--- src/rtl/alu_pkg.sv ---
// Shared ALU definitions: the 4-bit control codes used by the decoder,
// the single-cycle ALU and the multi-cycle multiply sequencer, plus the
// sequencer state encoding.
package alu_pkg;

    // ALU control codes produced by the decoder
    localparam logic [3:0] ALU_AND = 4'b0000;
    localparam logic [3:0] ALU_OR  = 4'b0001;
    localparam logic [3:0] ALU_ADD = 4'b0010;
    localparam logic [3:0] ALU_MUL = 4'b0011;
    localparam logic [3:0] ALU_SLL = 4'b0100;
    localparam logic [3:0] ALU_SRL = 4'b0101;
    localparam logic [3:0] ALU_SUB = 4'b0110;
    localparam logic [3:0] ALU_XOR = 4'b0111;

    // Multiply sequencer states
    typedef enum logic [1:0] {
        SEQ_IDLE = 2'd0,
        SEQ_RUN  = 2'd1,
        SEQ_DONE = 2'd2
    } seq_state_t;

    // True for the one control code that is routed to the sequencer
    function automatic logic is_mul_op(input logic [3:0] ctrl);
        return (ctrl == ALU_MUL);
    endfunction

endpackage

--- src/rtl/mul_shift_add_dp.sv ---
// Shift-add multiply datapath. Holds the accumulator, the left-shifting
// multiplicand and the right-shifting multiplier. i_load starts a new
// product, i_step retires one multiplier bit. All sequencing lives in the
// controller; this block only reacts to the two strobes.
module mul_shift_add_dp #(
    parameter int WIDTH = 32
) (
    input  logic             i_clk,
    input  logic             i_reset,
    input  logic             i_load,
    input  logic             i_step,
    input  logic [WIDTH-1:0] i_op_a,
    input  logic [WIDTH-1:0] i_op_b,
    output logic [WIDTH-1:0] o_acc,
    output logic             o_mplier_next_zero
);

    logic [WIDTH-1:0] r_acc;
    logic [WIDTH-1:0] r_mcand;
    logic [WIDTH-1:0] r_mplier;
    logic [WIDTH-1:0] w_addend;
    logic [WIDTH-1:0] w_acc_next;

    // Partial product for this step: the multiplicand gated by the current
    // low multiplier bit.
    generate
        for (genvar gi = 0; gi < WIDTH; gi++) begin : g_addend
            assign w_addend[gi] = r_mcand[gi] & r_mplier[0];
        end
    endgenerate

    // Carries past WIDTH are dropped; only the low half of the product is kept.
    assign w_acc_next = r_acc + w_addend;

    // Load operands on accept, otherwise advance one bit per step
    always_ff @(posedge i_clk or posedge i_reset) begin
        if (i_reset) begin
            r_acc    <= '0;
            r_mcand  <= '0;
            r_mplier <= '0;
        end else if (i_load) begin
            r_acc    <= '0;
            r_mcand  <= i_op_a;
            r_mplier <= i_op_b;
        end else if (i_step) begin
            r_acc    <= w_acc_next;
            r_mcand  <= r_mcand << 1;
            r_mplier <= r_mplier >> 1;
        end
    end

    assign o_acc = r_acc;

    // After the bit now being retired, nothing left to add: lets the
    // controller stop early once the multiplier is exhausted.
    assign o_mplier_next_zero = ~|r_mplier[WIDTH-1:1];

endmodule

--- src/rtl/mul_sequencer.sv ---
// Multi-cycle MUL controller beside the single-cycle ALU in execute.
// Accepts a MUL op in IDLE, iterates the shift-add datapath in RUN while
// stalling the pipeline, then offers the low WIDTH bits of the product in
// DONE through a valid/ready handshake. Other ALU codes are ignored.
module mul_sequencer
    import alu_pkg::*;
#(
    parameter int WIDTH      = 32,
    parameter bit EARLY_EXIT = 1'b1
) (
    input  logic             i_clk,
    input  logic             i_reset,
    input  logic             i_req_valid,
    output logic             o_req_ready,
    input  logic [3:0]       i_alu_ctrl,
    input  logic [WIDTH-1:0] i_op_a,
    input  logic [WIDTH-1:0] i_op_b,
    input  logic             i_flush,
    output logic             o_stall,
    output logic             o_result_valid,
    input  logic             i_result_ready,
    output logic [WIDTH-1:0] o_result
);

    localparam int              CNT_W    = (WIDTH > 1) ? $clog2(WIDTH) : 1;
    localparam logic [CNT_W-1:0] LAST_CNT = CNT_W'(WIDTH - 1);

    seq_state_t       r_state;
    seq_state_t       w_state_next;
    logic [CNT_W-1:0] r_count;
    logic [CNT_W-1:0] w_count_next;
    logic             w_load;
    logic             w_step;
    logic             w_run_last;
    logic [WIDTH-1:0] w_acc;
    logic             w_mplier_next_zero;

    mul_shift_add_dp #(
        .WIDTH (WIDTH)
    ) u_dp (
        .i_clk              (i_clk),
        .i_reset            (i_reset),
        .i_load             (w_load),
        .i_step             (w_step),
        .i_op_a             (i_op_a),
        .i_op_b             (i_op_b),
        .o_acc              (w_acc),
        .o_mplier_next_zero (w_mplier_next_zero)
    );

    // The bit being retired this cycle is the last one: either every bit
    // position has been visited, or (optionally) no set bits remain.
    assign w_run_last = (r_count == LAST_CNT) ||
                        (EARLY_EXIT && w_mplier_next_zero);

    // State and bit counter registers
    always_ff @(posedge i_clk or posedge i_reset) begin
        if (i_reset) begin
            r_state <= SEQ_IDLE;
            r_count <= '0;
        end else begin
            r_state <= w_state_next;
            r_count <= w_count_next;
        end
    end

    // Next-state, datapath strobes and handshake outputs
    always_comb begin
        w_state_next   = r_state;
        w_count_next   = r_count;
        w_load         = 1'b0;
        w_step         = 1'b0;
        o_req_ready    = 1'b0;
        o_stall        = 1'b0;
        o_result_valid = 1'b0;
        o_result       = '0;

        case (r_state)
            SEQ_IDLE: begin
                o_req_ready = 1'b1;
                // flush in the accept cycle suppresses the start
                if (i_req_valid && is_mul_op(i_alu_ctrl) && !i_flush) begin
                    w_load       = 1'b1;
                    w_count_next = '0;
                    w_state_next = SEQ_RUN;
                end
            end

            SEQ_RUN: begin
                o_stall = 1'b1;
                if (i_flush) begin
                    w_state_next = SEQ_IDLE;
                end else begin
                    w_step       = 1'b1;
                    w_count_next = r_count + CNT_W'(1);
                    if (w_run_last) begin
                        w_state_next = SEQ_DONE;
                    end
                end
            end

            SEQ_DONE: begin
                o_stall        = 1'b1;
                o_result_valid = 1'b1;
                o_result       = w_acc;
                // flush and consumption both leave DONE; flush simply means
                // the product is dropped rather than delivered
                if (i_flush || i_result_ready) begin
                    w_state_next = SEQ_IDLE;
                end
            end

            default: begin
                w_state_next = SEQ_IDLE;
            end
        endcase
    end

endmodule

--- config.mk ---
export PLATFORM = sky130hd
export DESIGN_NAME = mul_sequencer
export DESIGN_NICKNAME = d
export VERILOG_FILES = /design/src/rtl/alu_pkg.sv /design/src/rtl/mul_shift_add_dp.sv /design/src/rtl/mul_sequencer.sv
export SDC_FILE = /design/constraint.sdc
export NUM_CORES = 1
export LEC_CHECK = 0
export CELL_PAD_IN_SITES_DETAIL_PLACEMENT = 0
export CELL_PAD_IN_SITES_GLOBAL_PLACEMENT = 2
export CORE_MARGIN = 2
export CORE_UTILIZATION = 32
export DETAILED_ROUTE_END_ITERATION = 6
export HOLD_SLACK_MARGIN = 0.06
export MAX_ROUTING_LAYER = met4
export PLACE_DENSITY_LB_ADDON = 0.1
export SLEW_MARGIN = 20
export SYNTH_ARGS = -nofsm -noshare
export SYNTH_HDL_FRONTEND = slang
export SYNTH_SLANG_ARGS = --single-unit
--- constraint.sdc ---
create_clock -name i_clk -period 3.79 [get_ports i_clk]
set_clock_uncertainty 0.05 [all_clocks]
set_input_delay 0.758 -clock i_clk [delete_from_list [all_inputs] [get_ports i_clk]]
set_output_delay 0.758 -clock i_clk [all_outputs]
set_load 0.005 [all_outputs]
# Word level (Yosys, flattened, before mapping)
# Cells that the tools add are included.
# word_totals
register_bits	103
inputBits	73
output_inout_bits	35
word_cells	82
# classes
n_addsub	2
n_eq_ne	8
mux	22
n_bitwise	32
n_reduce_logical	13
# ops
operator	n
two-way mux 32 bit	7
adder 32 bit	1
AND 1 bit	32
OR reduction 31 bit	1
two-way mux 5 bit	2
one-hot mux 5 bit (2 select lines)	1
two-way mux 2 bit	4
two-way mux 1 bit	7
!= test 2 bit (second input constant)	3
one-hot mux 2 bit (3 select lines)	1
AND reduction 3 bit	2
adder 5 x 1 -> 5 bit (second input constant)	1
equality test 5 bit (second input constant)	1
equality test 4 x 2 -> 1 bit (second input constant)	1
nonzero test 2 bit	2
!= test 3 bit (second input constant)	1
equality test 2 x 1 -> 1 bit (second input constant)	1
equality test 2 bit (second input constant)	1
logical AND 1 bit	2
zero test 1 bit	2
zero test 2 bit	1
logical OR 1 bit	2
OR reduction 2 bit	1

# Depth between registers and ports, before layout
# Gate-level depths: netlist of the first run.
# logic_depth
word_depth	6
mapped_depth	12

# Modules after synthesis
# From an unflattened synthesis of the first run, not the netlist that was laid out.
# hier_totals
hier_cells	753
hier_area_um2	6824.0
# modules_own_cells
mod	n_inst	cells_per_inst	area_per_inst_um2	seq_area_each_um2
mul_shift_add_dp	1	659	6063.3	2402.3
mul_sequencer	1	94	760.7	175.2

# Worst setup path before layout of the first run
# No wires, ideal clock.
# synth_timing
kind	register to register
start	reg u_dp.r_mplier[0]
end	reg u_dp.r_acc[28] (netlist: u_dp.o_acc[28])
setup_ps	86
arrival_ps	2695
setup_slack_ps	959
path_stages_with_launch	13
n_path_buf	1
period_less_slack_ps	2831
cell_sequence	dfrtp_1 > clkbuf_1 > and2_1 > ha_1 > fa_1 > a21oi_1 > o211a_1 > nor3_1 > o211ai_2 > a21oi_2 > a221o_1 > and3_1 > nor3_1
# synth_between
elab_chain_cells	4
# synth_lines
item	line_no	rtl
start, declared	mul_shift_add_dp.sv:20	logic [WIDTH-1:0] r_mplier;
start signal, assigned	mul_shift_add_dp.sv:44	r_mplier <= i_op_b;
start signal, assigned	mul_shift_add_dp.sv:48	r_mplier <= r_mplier >> 1;
AND 1 bit	mul_shift_add_dp.sv:28	assign w_addend[gi] = r_mcand[gi] & r_mplier[0];
adder 32 bit (*)	mul_shift_add_dp.sv:33	assign w_acc_next = r_acc + w_addend;
two-way mux 32 bit (*)	mul_shift_add_dp.sv:45	end else if (i_step) begin
two-way mux 32 bit (*)	mul_shift_add_dp.sv:41	end else if (i_load) begin
end signal, assigned	mul_shift_add_dp.sv:46	r_acc <= w_acc_next;
end, declared	mul_shift_add_dp.sv:18	logic [WIDTH-1:0] r_acc;
# Every way passes the cells marked *; elsewhere a longest branch is shown, timed or not. The select of a mux whose other input is x is not followed.
# A chain may end at the register's enable or synchronous reset.

# Worst setup path after layout of the first run
# layout_timing
start	reg u_dp.r_mplier[0]
end	reg u_dp.r_acc[29] (netlist: u_dp.o_acc[29])
# Same word-level chain as after synthesis.

==> results of run 1 <==
==> sequential cells by signal, indices dropped and copies added, names as in the netlist <==
| signal | flops |
|---|---|
| u_dp.o_acc | 32 |
| u_dp.r_mcand | 32 |
| u_dp.r_mplier | 32 |
| r_count | 5 |
| r_state | 2 |
==> per-stage QoR <==
step	total power, uW	util
global route	5612	0.4039
finish	5162	0.4039
CTS	5230	0.4039
floorplan	3429	-
detailed placement	4171	0.3883
global placement	4141	0.3883
==> routing by layer <==
layer  track usage  wire length, um
met3       0.02936              682
met2        0.3018             9323
met1        0.2433             9237
met4       0.05952              495
met5             -                0
==> power by group <==
| group | internal, uW | total [uW] | switching (uW) |
|---|---|---|---|
| Clock | 535 | 1020 | 487 |
| Sequential | 1540 | 1950 | 403 |
| Combinational | 963 | 2190 | 1230 |
| Total | 3040 | 5160 | 2120 |
==> area by class of cell <==
class,instances,area (um^2)
Clock buffer,9,225.2
Clock inverter,7,100.1
Fill cell,2161,12450
Inverter,14,55.05
Multi-Input combinational cell,680,3921
Sequential cell,103,2577
Tap cell,275,344.1
Timing Repair Buffer,121,1214
==> cells in the final DEF, fill, tap and decap left out, types with 2 or more instances in the layout <==
| cell type | netlist | layout |
|---|---|---|
| nand2_1 | 193 | 193 |
| clkdlybuf4s50_1 | 0 | 107 |
| dfrtp_1 | 103 | 103 |
| nor2_1 | 86 | 85 |
| a31oi_1 | 67 | 67 |
| and2_1 | 65 | 65 |
| a21oi_1 | 50 | 50 |
| ha_1 | 36 | 36 |
| o21ai_0 | 21 | 21 |
| a21o_1 | 14 | 14 |
| nand3_1 | 14 | 14 |
| xor2_1 | 14 | 14 |
| inv_1 | 14 | 13 |
| o21ai_1 | 12 | 12 |
| nor4_1 | 11 | 11 |
| xnor2_1 | 11 | 11 |
| buf_4 | 0 | 11 |
| clkbuf_16 | 0 | 9 |
| nand4_1 | 8 | 8 |
| nor3_1 | 8 | 8 |
| o21bai_1 | 7 | 7 |
| and3_1 | 6 | 6 |
| a211oi_1 | 5 | 5 |
| or3_1 | 5 | 5 |
| o21a_1 | 3 | 3 |
| nand2b_1 | 4 | 3 |
| buf_12 | 0 | 3 |
| a211oi_2 | 2 | 2 |
| a21oi_2 | 2 | 2 |
| nor3b_1 | 2 | 2 |
| or2_2 | 2 | 2 |
| o211a_1 | 2 | 2 |
| o211ai_1 | 2 | 2 |
| a221oi_1 | 2 | 2 |
| o21ai_2 | 2 | 2 |
| a221o_1 | 2 | 2 |
| inv_6 | 0 | 2 |
| clkinv_8 | 0 | 2 |
==> critical path: cells and delay by family, from the launching register on <==
family | cells | cell delay (ns)
AO/OA/AOI/OAI | 7 | 1.74
flip-flops | 1 | 0.68
XOR/XNOR | 1 | 0.20
AND/OR/NAND/NOR | 1 | 0.26
adder cells (fa/ha/maj) | 1 | 0.27
==> synth_stat cells (6+ instances only) <==
cell and instances:
nand4_1 8, dfrtp_1 103, o21bai_1 7, nor3_1 8, a31oi_1 67, nor2_1 86
nand3_1 14, a21o_1 14, and2_1 65, ha_1 36, o21ai_1 12, xnor2_1 11
o21ai_0 21, and3_1 6, a21oi_1 50, clkbuf_1 50, nand2_1 193, nor4_1 11
inv_1 14, xor2_1 14
==> cell families (layout without fill, tap and decap cells) <==
kind of cell | count (synthesis) | in the layout | synth area share
AND/OR/NAND/NOR | 409 | 409 | 0.2730
AO/OA/AOI/OAI | 208 | 208 | 0.2027
flip-flops | 103 | 103 | 0.3820
buffers and inverters | 67 | 151 | 0.03857
adder cells (fa/ha/maj) | 37 | 37 | 0.06973
XOR/XNOR | 25 | 25 | 0.03246
multiplexers | 1 | 1 | 0.001484
==> final timing paths <==
kind	slack (ns)	endpoint	start	cells after the start
max	0.46	u_dp.o_acc[29]	u_dp.r_mplier[0]	10
min	0.44	r_count[4]	r_count[4]	2
max reg2reg	0.46	u_dp.o_acc[29]	u_dp.r_mplier[0]	10
min reg2reg	0.44	r_count[4]	r_count[4]	2
max in group asynchronous	2.20	r_state[0]	i_reset	3
min in group asynchronous	0.72	u_dp.o_acc[1]	i_reset	2
==> results_dict.tcl, run 1 <==
set metrics [dict create \
    post_cts_buffers 0 \
    critPathLaunchType "flop" \
    synthCells 850 \
    synth_top_area_share 0.3820 \
    clk_pin_slew_ns 0.08 \
    fin_crit_sh 0.8794 \
    dpl-instance-area_um2 8112 \
    grt.overflow.total 0 \
    synth.area.top_cells "dfrtp_1 38%, nand2_1 11%, ha_1 6.7%" \
    async_reset_ff_frac 1.000 \
    cap_viol_max_count 0 \
    grt_max_degree 71 \
    dr.pass1.iters 4 \
    dieArea_um2 22260 \
    die_h_um 149.2 \
    cts-resized-gates 0 \
    critPathMaxStageDelay_ns 0.68 \
    hold_path_class "flop to flop" \
    seq_area_frac_synth 0.3820 \
    clockBufferDepth 2 \
    via_count 6201 \
    hold_buffers 0 \
    routedWlPerCell_um 16.33 \
    crit_slowest_cell "dfrtp_1" \
    cts_tree "done" \
    setup_viol 0 \
    root_buffer "clkbuf_16" \
    yosysWarningCount 0 \
    fin_hold_ws_ns 0.4432 \
    grt_pass1_wl_um 32390 \
    setup-tns-final_ns 0 \
    yosys.area.top_type "dfrtp_1" \
    final-max-slew-violation-count 0 \
    drive_gt1_frac 0.05246 \
    portBuffers 107 \
    required_ns 3.97 \
    worst_slack_ns 0.4571 \
    drc_errors 0 \
    first_iter_violations 367 \
    synth_edf_count 0 \
    core_area_um2 20890 \
    vias_per_cell 5.129 \
    period_minus_slack_ns 3.333 \
    std_cell_rows 53 \
    insertion_delay_ns 0.36 \
    syn_to_final_growth_pct 25.06 \
    p_leak_uw 0.003758 \
    layout.nets 1039 \
    rsz0062_at_grt "no" \
    power.density_nw_per_um2 611.8 \
    h-tree-depth 3 \
    finalNonFillerCells 1209 \
    antenna_found_initial 0 \
    synth_area_um2 6746 \
    max_freq_mhz 300.0 \
    place.gp.congestion 0.8804 \
    ant_nets 0 \
    grt_pass1_vias 6243 \
    irDropWorstVdd_v 0.0002366 \
    stdcell_area_um2 8437 \
    hold_viol_final 0 \
    path_class "flop to flop" \
    cts_sinks 103 \
    start_util 0.3230 \
    cpMostUsedCell "o21ai_1" \
    syn-mean-instance-area_um2 7.937 \
    cp_cell_sequence "and2_1 > ha_1 > a211oi_2 > o31ai_4 > o221a_2 > o41ai_4 > o21ai_1 > a41oi_2 > xor2_1 > o21ai_1" \
    grt_usage 0.1876 \
    ys_ff_latch 103 \
    arrival_ns 3.51 \
    synth.net_count 960 \
    hpwl_um 14130 \
    relSlewSlack 0.5521 \
    n_antenna_cell 0 \
    cts-buffers-inserted 9 \
    crit_fanout 18 \
    post-place-ws_ns 0.4769 \
    synthFlopType "dfrtp_1" \
    dp.cells 1193 \
    tightest_slew_ns 0.6718 \
    routed_wl_um 19740 \
    synth_cell_types 57 \
    endpoint_kind "flop" \
    die_w_um 149.2 \
    status "completed" \
    ios 108 \
]
Power figures use the tool's default switching activity.
==> run 2: changes to the inputs <==
--- a/config.mk
+++ b/config.mk
@@ -5,6 +5,7 @@
 export SDC_FILE = /design/constraint.sdc
 export NUM_CORES = 1
 export LEC_CHECK = 0
+export ABC_CLOCK_PERIOD_IN_PS = 3790
 export CELL_PAD_IN_SITES_DETAIL_PLACEMENT = 0
 export CELL_PAD_IN_SITES_GLOBAL_PLACEMENT = 2
 export CORE_MARGIN = 2
==> results of run 2 <==
Final layout, timing and power as in run 1 (identical DEF).
